$ cat src/rtl/fp_div_seq.sv
// fp_div_seq: sequential IEEE 754 binary32 divider, restoring radix-2, one quotient bit per clock.
// Optional feature macro FP_DIV_RNE_EN: round-to-nearest-even when defined, truncation otherwise.

module fp_div_seq (
  input  logic        clk,
  input  logic        rst_n,
  input  logic        start,
  input  logic [31:0] flp_a,
  input  logic [31:0] flp_b,
  output logic        busy,
  output logic        done,
  output logic [31:0] result,
  output logic        invalid,
  output logic        div_by_zero,
  output logic        overflow,
  output logic        underflow
);

`ifdef FP_DIV_RNE_EN
  localparam logic RNE_EN = 1'b1;
`else
  localparam logic RNE_EN = 1'b0;
`endif

  localparam logic [31:0] QNAN      = 32'h7FC0_0000;
  localparam logic [4:0]  LAST_ITER = 5'd25;

  typedef enum logic [2:0] {
    IDLE  = 3'd0,
    CHECK = 3'd1,
    DIV   = 3'd2,
    ROUND = 3'd3,
    DONE  = 3'd4
  } state_t;

  state_t state_r, state_s;

  logic [31:0]        a_r, b_r;
  logic               sign_r;
  logic signed [9:0]  exp_r;
  logic [23:0]        mb_r;
  logic [24:0]        rem_r;
  logic [25:0]        q_r;
  logic [4:0]         cnt_r;
  logic               busy_r, done_r;
  logic [31:0]        result_r;
  logic               invalid_r, div_by_zero_r, overflow_r, underflow_r;

  // Operand unpacking; exponent 0 is treated as zero so denormals flush.
  logic              sa_s, sb_s, sign_s;
  logic [7:0]        ea_s, eb_s;
  logic [22:0]       fa_s, fb_s;
  logic              a_zero_s, a_inf_s, a_nan_s, b_zero_s, b_inf_s, b_nan_s;
  logic signed [9:0] exp_calc_s;

  assign sa_s       = a_r[31];
  assign sb_s       = b_r[31];
  assign ea_s       = a_r[30:23];
  assign eb_s       = b_r[30:23];
  assign fa_s       = a_r[22:0];
  assign fb_s       = b_r[22:0];
  assign sign_s     = sa_s ^ sb_s;
  assign a_zero_s   = (ea_s == 8'd0);
  assign b_zero_s   = (eb_s == 8'd0);
  assign a_inf_s    = (ea_s == 8'hFF) && (fa_s == 23'd0);
  assign b_inf_s    = (eb_s == 8'hFF) && (fb_s == 23'd0);
  assign a_nan_s    = (ea_s == 8'hFF) && (fa_s != 23'd0);
  assign b_nan_s    = (eb_s == 8'hFF) && (fb_s != 23'd0);
  assign exp_calc_s = $signed({2'b00, ea_s}) - $signed({2'b00, eb_s}) + 10'sd127;

  logic        special_s, spec_inv_s, spec_dbz_s;
  logic [31:0] spec_result_s;

  // Special-operand classification, in priority order.
  always_comb begin
    special_s     = 1'b1;
    spec_result_s = 32'd0;
    spec_inv_s    = 1'b0;
    spec_dbz_s    = 1'b0;
    if (a_nan_s || b_nan_s || (a_zero_s && b_zero_s) || (a_inf_s && b_inf_s)) begin
      spec_result_s = QNAN;
      spec_inv_s    = 1'b1;
    end else if (a_inf_s) begin
      spec_result_s = {sign_s, 8'hFF, 23'd0};
    end else if (b_zero_s) begin
      spec_result_s = {sign_s, 8'hFF, 23'd0};
      spec_dbz_s    = 1'b1;
    end else if (a_zero_s || b_inf_s) begin
      spec_result_s = {sign_s, 31'd0};
    end else begin
      special_s     = 1'b0;
    end
  end

  // One restoring-division step: keep the trial difference when it is non-negative.
  logic [25:0] trial_s;
  logic        q_bit_s;
  logic [24:0] rem_keep_s;

  assign trial_s    = {1'b0, rem_r} - {2'b00, mb_r};
  assign q_bit_s    = ~trial_s[25];
  assign rem_keep_s = q_bit_s ? trial_s[24:0] : rem_r;

  logic [22:0]       mant_s, mant_rnd_s;
  logic              guard_s, sticky_s, round_inc_s, carry_s;
  logic signed [9:0] e_norm_s, e_fin_s;
  logic [31:0]       round_result_s;
  logic              round_ovf_s, round_unf_s;

  // Normalize, round and range-check the finished quotient.
  always_comb begin
    mant_s         = 23'd0;
    guard_s        = 1'b0;
    sticky_s       = 1'b0;
    e_norm_s       = exp_r;
    round_result_s = 32'd0;
    round_ovf_s    = 1'b0;
    round_unf_s    = 1'b0;
    if (q_r[25]) begin
      mant_s   = q_r[24:2];
      guard_s  = q_r[1];
      sticky_s = q_r[0] | (rem_r != 25'd0);
      e_norm_s = exp_r;
    end else begin
      mant_s   = q_r[23:1];
      guard_s  = q_r[0];
      sticky_s = (rem_r != 25'd0);
      e_norm_s = exp_r - 10'sd1;
    end
    round_inc_s           = RNE_EN & guard_s & (sticky_s | mant_s[0]);
    {carry_s, mant_rnd_s} = {1'b0, mant_s} + {23'd0, round_inc_s};
    e_fin_s               = carry_s ? (e_norm_s + 10'sd1) : e_norm_s;
    if (e_fin_s >= 10'sd255) begin
      round_result_s = {sign_r, 8'hFF, 23'd0};
      round_ovf_s    = 1'b1;
    end else if (e_fin_s <= 10'sd0) begin
      round_result_s = {sign_r, 31'd0};
      round_unf_s    = 1'b1;
    end else begin
      round_result_s = {sign_r, e_fin_s[7:0], mant_rnd_s};
    end
  end

  // Next-state logic.
  always_comb begin
    state_s = state_r;
    case (state_r)
      IDLE: begin
        if (start) state_s = CHECK;
        else       state_s = IDLE;
      end
      CHECK: begin
        if (special_s) state_s = DONE;
        else           state_s = DIV;
      end
      DIV: begin
        if (cnt_r == LAST_ITER) state_s = ROUND;
        else                    state_s = DIV;
      end
      ROUND:   state_s = DONE;
      DONE:    state_s = IDLE;
      default: state_s = IDLE;
    endcase
  end

  // State register.
  always_ff @(posedge clk or negedge rst_n) begin
    if (!rst_n) state_r <= IDLE;
    else        state_r <= state_s;
  end

  // Datapath and registered outputs.
  always_ff @(posedge clk or negedge rst_n) begin
    if (!rst_n) begin
      a_r           <= 32'd0;
      b_r           <= 32'd0;
      sign_r        <= 1'b0;
      exp_r         <= 10'sd0;
      mb_r          <= 24'd0;
      rem_r         <= 25'd0;
      q_r           <= 26'd0;
      cnt_r         <= 5'd0;
      busy_r        <= 1'b0;
      done_r        <= 1'b0;
      result_r      <= 32'd0;
      invalid_r     <= 1'b0;
      div_by_zero_r <= 1'b0;
      overflow_r    <= 1'b0;
      underflow_r   <= 1'b0;
    end else begin
      case (state_r)
        IDLE: begin
          if (start) begin
            a_r           <= flp_a;
            b_r           <= flp_b;
            busy_r        <= 1'b1;
            invalid_r     <= 1'b0;
            div_by_zero_r <= 1'b0;
            overflow_r    <= 1'b0;
            underflow_r   <= 1'b0;
          end
        end
        CHECK: begin
          sign_r <= sign_s;
          if (special_s) begin
            result_r      <= spec_result_s;
            invalid_r     <= spec_inv_s;
            div_by_zero_r <= spec_dbz_s;
            done_r        <= 1'b1;
          end else begin
            exp_r <= exp_calc_s;
            mb_r  <= {1'b1, fb_s};
            rem_r <= {1'b0, 1'b1, fa_s};
            q_r   <= 26'd0;
            cnt_r <= 5'd0;
          end
        end
        DIV: begin
          rem_r <= rem_keep_s << 1'b1;
          q_r   <= {q_r[24:0], q_bit_s};
          cnt_r <= cnt_r + 5'd1;
        end
        ROUND: begin
          result_r    <= round_result_s;
          overflow_r  <= round_ovf_s;
          underflow_r <= round_unf_s;
          done_r      <= 1'b1;
        end
        DONE: begin
          done_r <= 1'b0;
          busy_r <= 1'b0;
        end
        default: begin
          done_r <= 1'b0;
          busy_r <= 1'b0;
        end
      endcase
    end
  end

  assign busy        = busy_r;
  assign done        = done_r;
  assign result      = result_r;
  assign invalid     = invalid_r;
  assign div_by_zero = div_by_zero_r;
  assign overflow    = overflow_r;
  assign underflow   = underflow_r;

endmodule

$ cat config.mk
export PLATFORM = sky130hd
export DESIGN_NAME = fp_div_seq
export DESIGN_NICKNAME = d
export VERILOG_FILES = /design/src/rtl/fp_div_seq.sv
export SDC_FILE = /design/constraint.sdc
export NUM_CORES = 1
export LEC_CHECK = 0
export ABC_AREA = 1
export CORE_AREA = 2 2 169 171
export DETAILED_ROUTE_END_ITERATION = 8
export DIE_AREA = 0 0 171 173
export PLACE_DENSITY_LB_ADDON = 0.3
export SETUP_SLACK_MARGIN = 0.1
export SYNTH_ARGS = -nofsm -noshare
export SYNTH_HDL_FRONTEND = slang
export SYNTH_SLANG_ARGS = --single-unit
$ cat constraint.sdc
create_clock -name clk -period 2.99 [get_ports clk]
set_input_delay 0.4485 -clock clk [delete_from_list [all_inputs] [get_ports clk]]
set_output_delay 0.4485 -clock clk [all_outputs]
set_load 0.01 [all_outputs]
==> impl_results.md <==
* Status: finished, final reports clean
* Top cells by area, synth: dfrtp_1 (44%), nand2_1 (13%), inv_1 (6.3%)
* Vias in the first global route at 9,543
* Clock Pin Slew Worst Setup and Hold Paths at 80 ps
* Int Pwr at 8.22 mW
* Clk_lat worst skew at 440 ps
* Clock root buffer: clkbuf_16
* RR Startpoint: a_r[23]
* Clock Skews at 21.8 ps
* Setup ws final at 543 ps
* Register area at 4900 sq um
* Worst Path Max Fanout at 3
* Post-synth top area cell: dfrtp_1
* Initial antenna violation count at 0
* Hold path endpoint: mb_r[23]
* Area grow syn2layout at 18.0%
* Global-route wire length before repair at 47,100 um
* Area occupied by multi-input gates at 5250 sq um
* Post-synthesis sequential area ratio at 0.437
* Row cnt at 61
* # fillers at 2,737
* DP Wirelength at 20,300 um
* Final setup viols at 0
* Avg Cell Area, Syn at 7.83 sq um
* Routed vias at 9,493
* Die ar. at 29,600 sq um
* CP arrival at 2810 ps
* CP top delay family: simple AND/OR/NAND/NOR gates
* Period utilisation layout at 0.818
* Reg2reg end: exp_r[7]
* #FFs+latches synth at 196
* Final Hold Fails at 0
* Total negative slack at 0 ps
* Slowest CP cell: fa_1
* CP cell instances: inv_1 -> ha_1 -> inv_1 -> fa_1 -> xnor2_1 -> inv_1 -> nor3_1 -> nand2_1 -> nor2_1 -> nand3_1 -> nand2_1 -> nand2_1 -> o21ai_1
* # H-tree levels at 4
* Final instance area at 13,300 sq um
* N_diodes at 0
* Peak VDD IR at 488 uV
* Final min period at 2450 ps
* Async SR Flop Fraction at 1.00
* CTS sink cnt at 196
* Part of the power in registers at 0.275
* R2R depth at 13
* Global route overflow at 0
* Switching portion of total power at 0.484
* RePlAce Congestion at 0.901
* PortBufs at 104
* Wire per inst at 14.2 um
* Synthesized cell area at 11,200 sq um
* Routed WL at 27,200 um
* Mapped Cells at 1,434
* Worst EP required at 3360 ps
* Tightest Hold Check Type: flop to flop
* Beginning of the worst hold path: mb_r[23]
* Slew HR at 0.560
* CP startpoint kind: flop
* CTS Buf Count at 17
* Core area at 27,600 sq um
* CTS Buffer Depth at 2
* Gr usage total at 0.195
* Unrepaired setup endpoints after global routing: false
* Top FF cell, synth: dfrtp_1
* CTS resizes at 0
* Leakage Power at 6.53 nW
* Yosys warns at 0
* DRC Markers at 0
* Number of synthesized flops with an enable pin at 0
* Cell variety after synth at 45
* Slew @ Worst Pin at 660 ps
* WS Path Type: flop to flop
* Remaining antenna violation count at 0
* Fraction of layout cells with a size suffix above 1 at 0.0942
* Fmax at 409 MHz
* Vias per cell at 4.95
* Hold slack at 467 ps
* Crit path buf inv count at 3
* Slew Limit Fails at 0
* CTS tree: done
* I/O pin count at 105
* First-pass DRT Iterations at 5
* Hold Crit Depth at 2
* Layout Nets at 1,631
* Critical path endpoint category: flop
* Starting Density at 0.406
* Yosys top cell area share at 0.437
* Placed instance area at 12,600 sq um
* Post-synthesis net count at 1,539
* Iteration-0 DRC Markers at 766
* Clock share of power at 0.149
* Die Ht at 173 um
* Die Span X at 171 um
* Max incr delay on CP at 420 ps
* Combinational share of power at 0.576
* Power per cell area at 1200 nW/um^2
* DP Worst Slack at 539 ps
* Net Sw Power at 7.72 mW
* Maxcap violations at 0
* Largest net degree at the start of global routing at 64
* Register-to-register setup slack at 540 ps
how the worst max path moves through the flow:
stage / startpoint / end / slack (ps) / depth (start not counted)
floorplan: a_r[23] / exp_r[8] / 830 / 17
global placement: a_r[5] / rem_r[23] / 640 / 12
detailed placement: a_r[23] / exp_r[7] / 540 / 13
CTS: a_r[23] / exp_r[7] / 530 / 13
global route: rem_r[2] / rem_r[18] / 310 / 14
finish: a_r[23] / exp_r[7] / 540 / 13
stage by stage:
stage / util / cells / power (mW)
after CTS: 0.480 / 1917 / 16.0
after global placement: 0.457 / 1884 / 13.4
after detailed placement: 0.457 / 1884 / 13.5
final: 0.480 / 1917 / 15.9
after global routing: 0.480 / 1917 / 17.6
after floorplan: - / 1434 / 11.4
power groups by stage:
stage	logic, mW	clock network (mW)	registers [mW]
final	9.18	2.37	4.38
after global routing	10.5	2.53	4.51
after CTS	9.17	2.42	4.37
after detailed placement	9.11	0	4.42
after global placement	9.03	0	4.39
after floorplan	7.07	0	4.29
worst register-to-register path, stage by stage (launching register included):
cell and delay [ps]:
dfrtp_1 380, inv_1 100, ha_1 150, inv_1 60
fa_1 420, xnor2_1 210, inv_1 80, nor3_1 280
nand2_1 90, nor2_1 170, nand3_1 130, nand2_1 110
nand2_1 60, o21ai_1 130
state kept, by name (all words and copies together) (netlist names):
register and cells:
underflow 1, result 32, done 1, exp_r 10
q_r 26, mb_r 24, invalid 1, sign_r 1
state_r 3, busy 1, rem_r 25, div_by_zero 1
cnt_r 5, a_r 32, b_r 32, overflow 1
cells by family after synthesis:
kind of cell / after synthesis / synth area share
AND/OR/NAND/NOR: 695 / 0.278
AO/OA/AOI/OAI: 220 / 0.111
XOR/XNOR: 22 / 0.0185
flip-flops: 196 / 0.437
multiplexers: 15 / 0.0150
buffers and inverters: 248 / 0.0968
adder cells (fa/ha/maj): 38 / 0.0437
layer usage:
layer,wire length [um],GRT usage,up-vias
li1,-,-,4789
met1,13200,0.279,4484
met2,12300,0.308,186
met3,1060,0.0272,34
met4,638,0.0583,0
met5,0,0,-
cell usage after synthesis, drive strengths merged, types with 4 or more instances:
cell,instances
ha,36
mux2,15
a21oi,88
o21ai,96
clkbuf,20
inv,195
nand2,395
buf,32
o21bai,4
nand3,116
nand3b,10
nor3,6
nor2,131
dfrtp,196
nand4,30
o22ai,29
xor2,9
xnor2,13
cells in the final DEF (no fill, tap or decap), types with 2 or more instances in the layout:
cell             Yosys  routed
o21bai_1             4       4
a21o_1               2       2
nand3_2             21      21
mux2_2              15      15
o21ai_2             21      21
xor2_1               8       8
xnor2_1             12      12
a21oi_1             87      87
clkdlybuf4s50_1      0     103
clkbuf_16            0      17
buf_4                7      16
clkinv_8             0       7
nand2_2              5       6
inv_1              189     189
o21ai_1             21      21
nand2_1            385     384
inv_6                1       5
o22ai_1             29      29
nor2_2               5       5
dfrtp_1            196     196
fa_1                 2       2
nand3b_1            10      10
nor4_1               2       2
ha_1                36      36
inv_12               0       2
buf_12               2       4
nand2_4              5       5
nand3_1             92      91
inv_2                5       5
nand4_1             30      30
nand3_4              3       4
nor2_1             124     124
o21ai_0             54      54
nor3_1               6       6
layout make-up:
| class | instances | area share |
|---|---|---|
| clock buffers | 17 | 0.0321 |
| clock inverters | 15 | 0.0152 |
| inverters | 196 | 0.0560 |
| multi-input cells | 990 | 0.396 |
| flip-flops and latches | 196 | 0.370 |
| well taps | 378 | 0.0357 |
| repair buffers | 125 | 0.0947 |
repair_timing:
item | in CTS | in global routing
setup buffers | 0 | 0
hold buffers | 1 | 0
hold endpoints to repair | 2 | 0
Power figures use the tool's default switching activity.
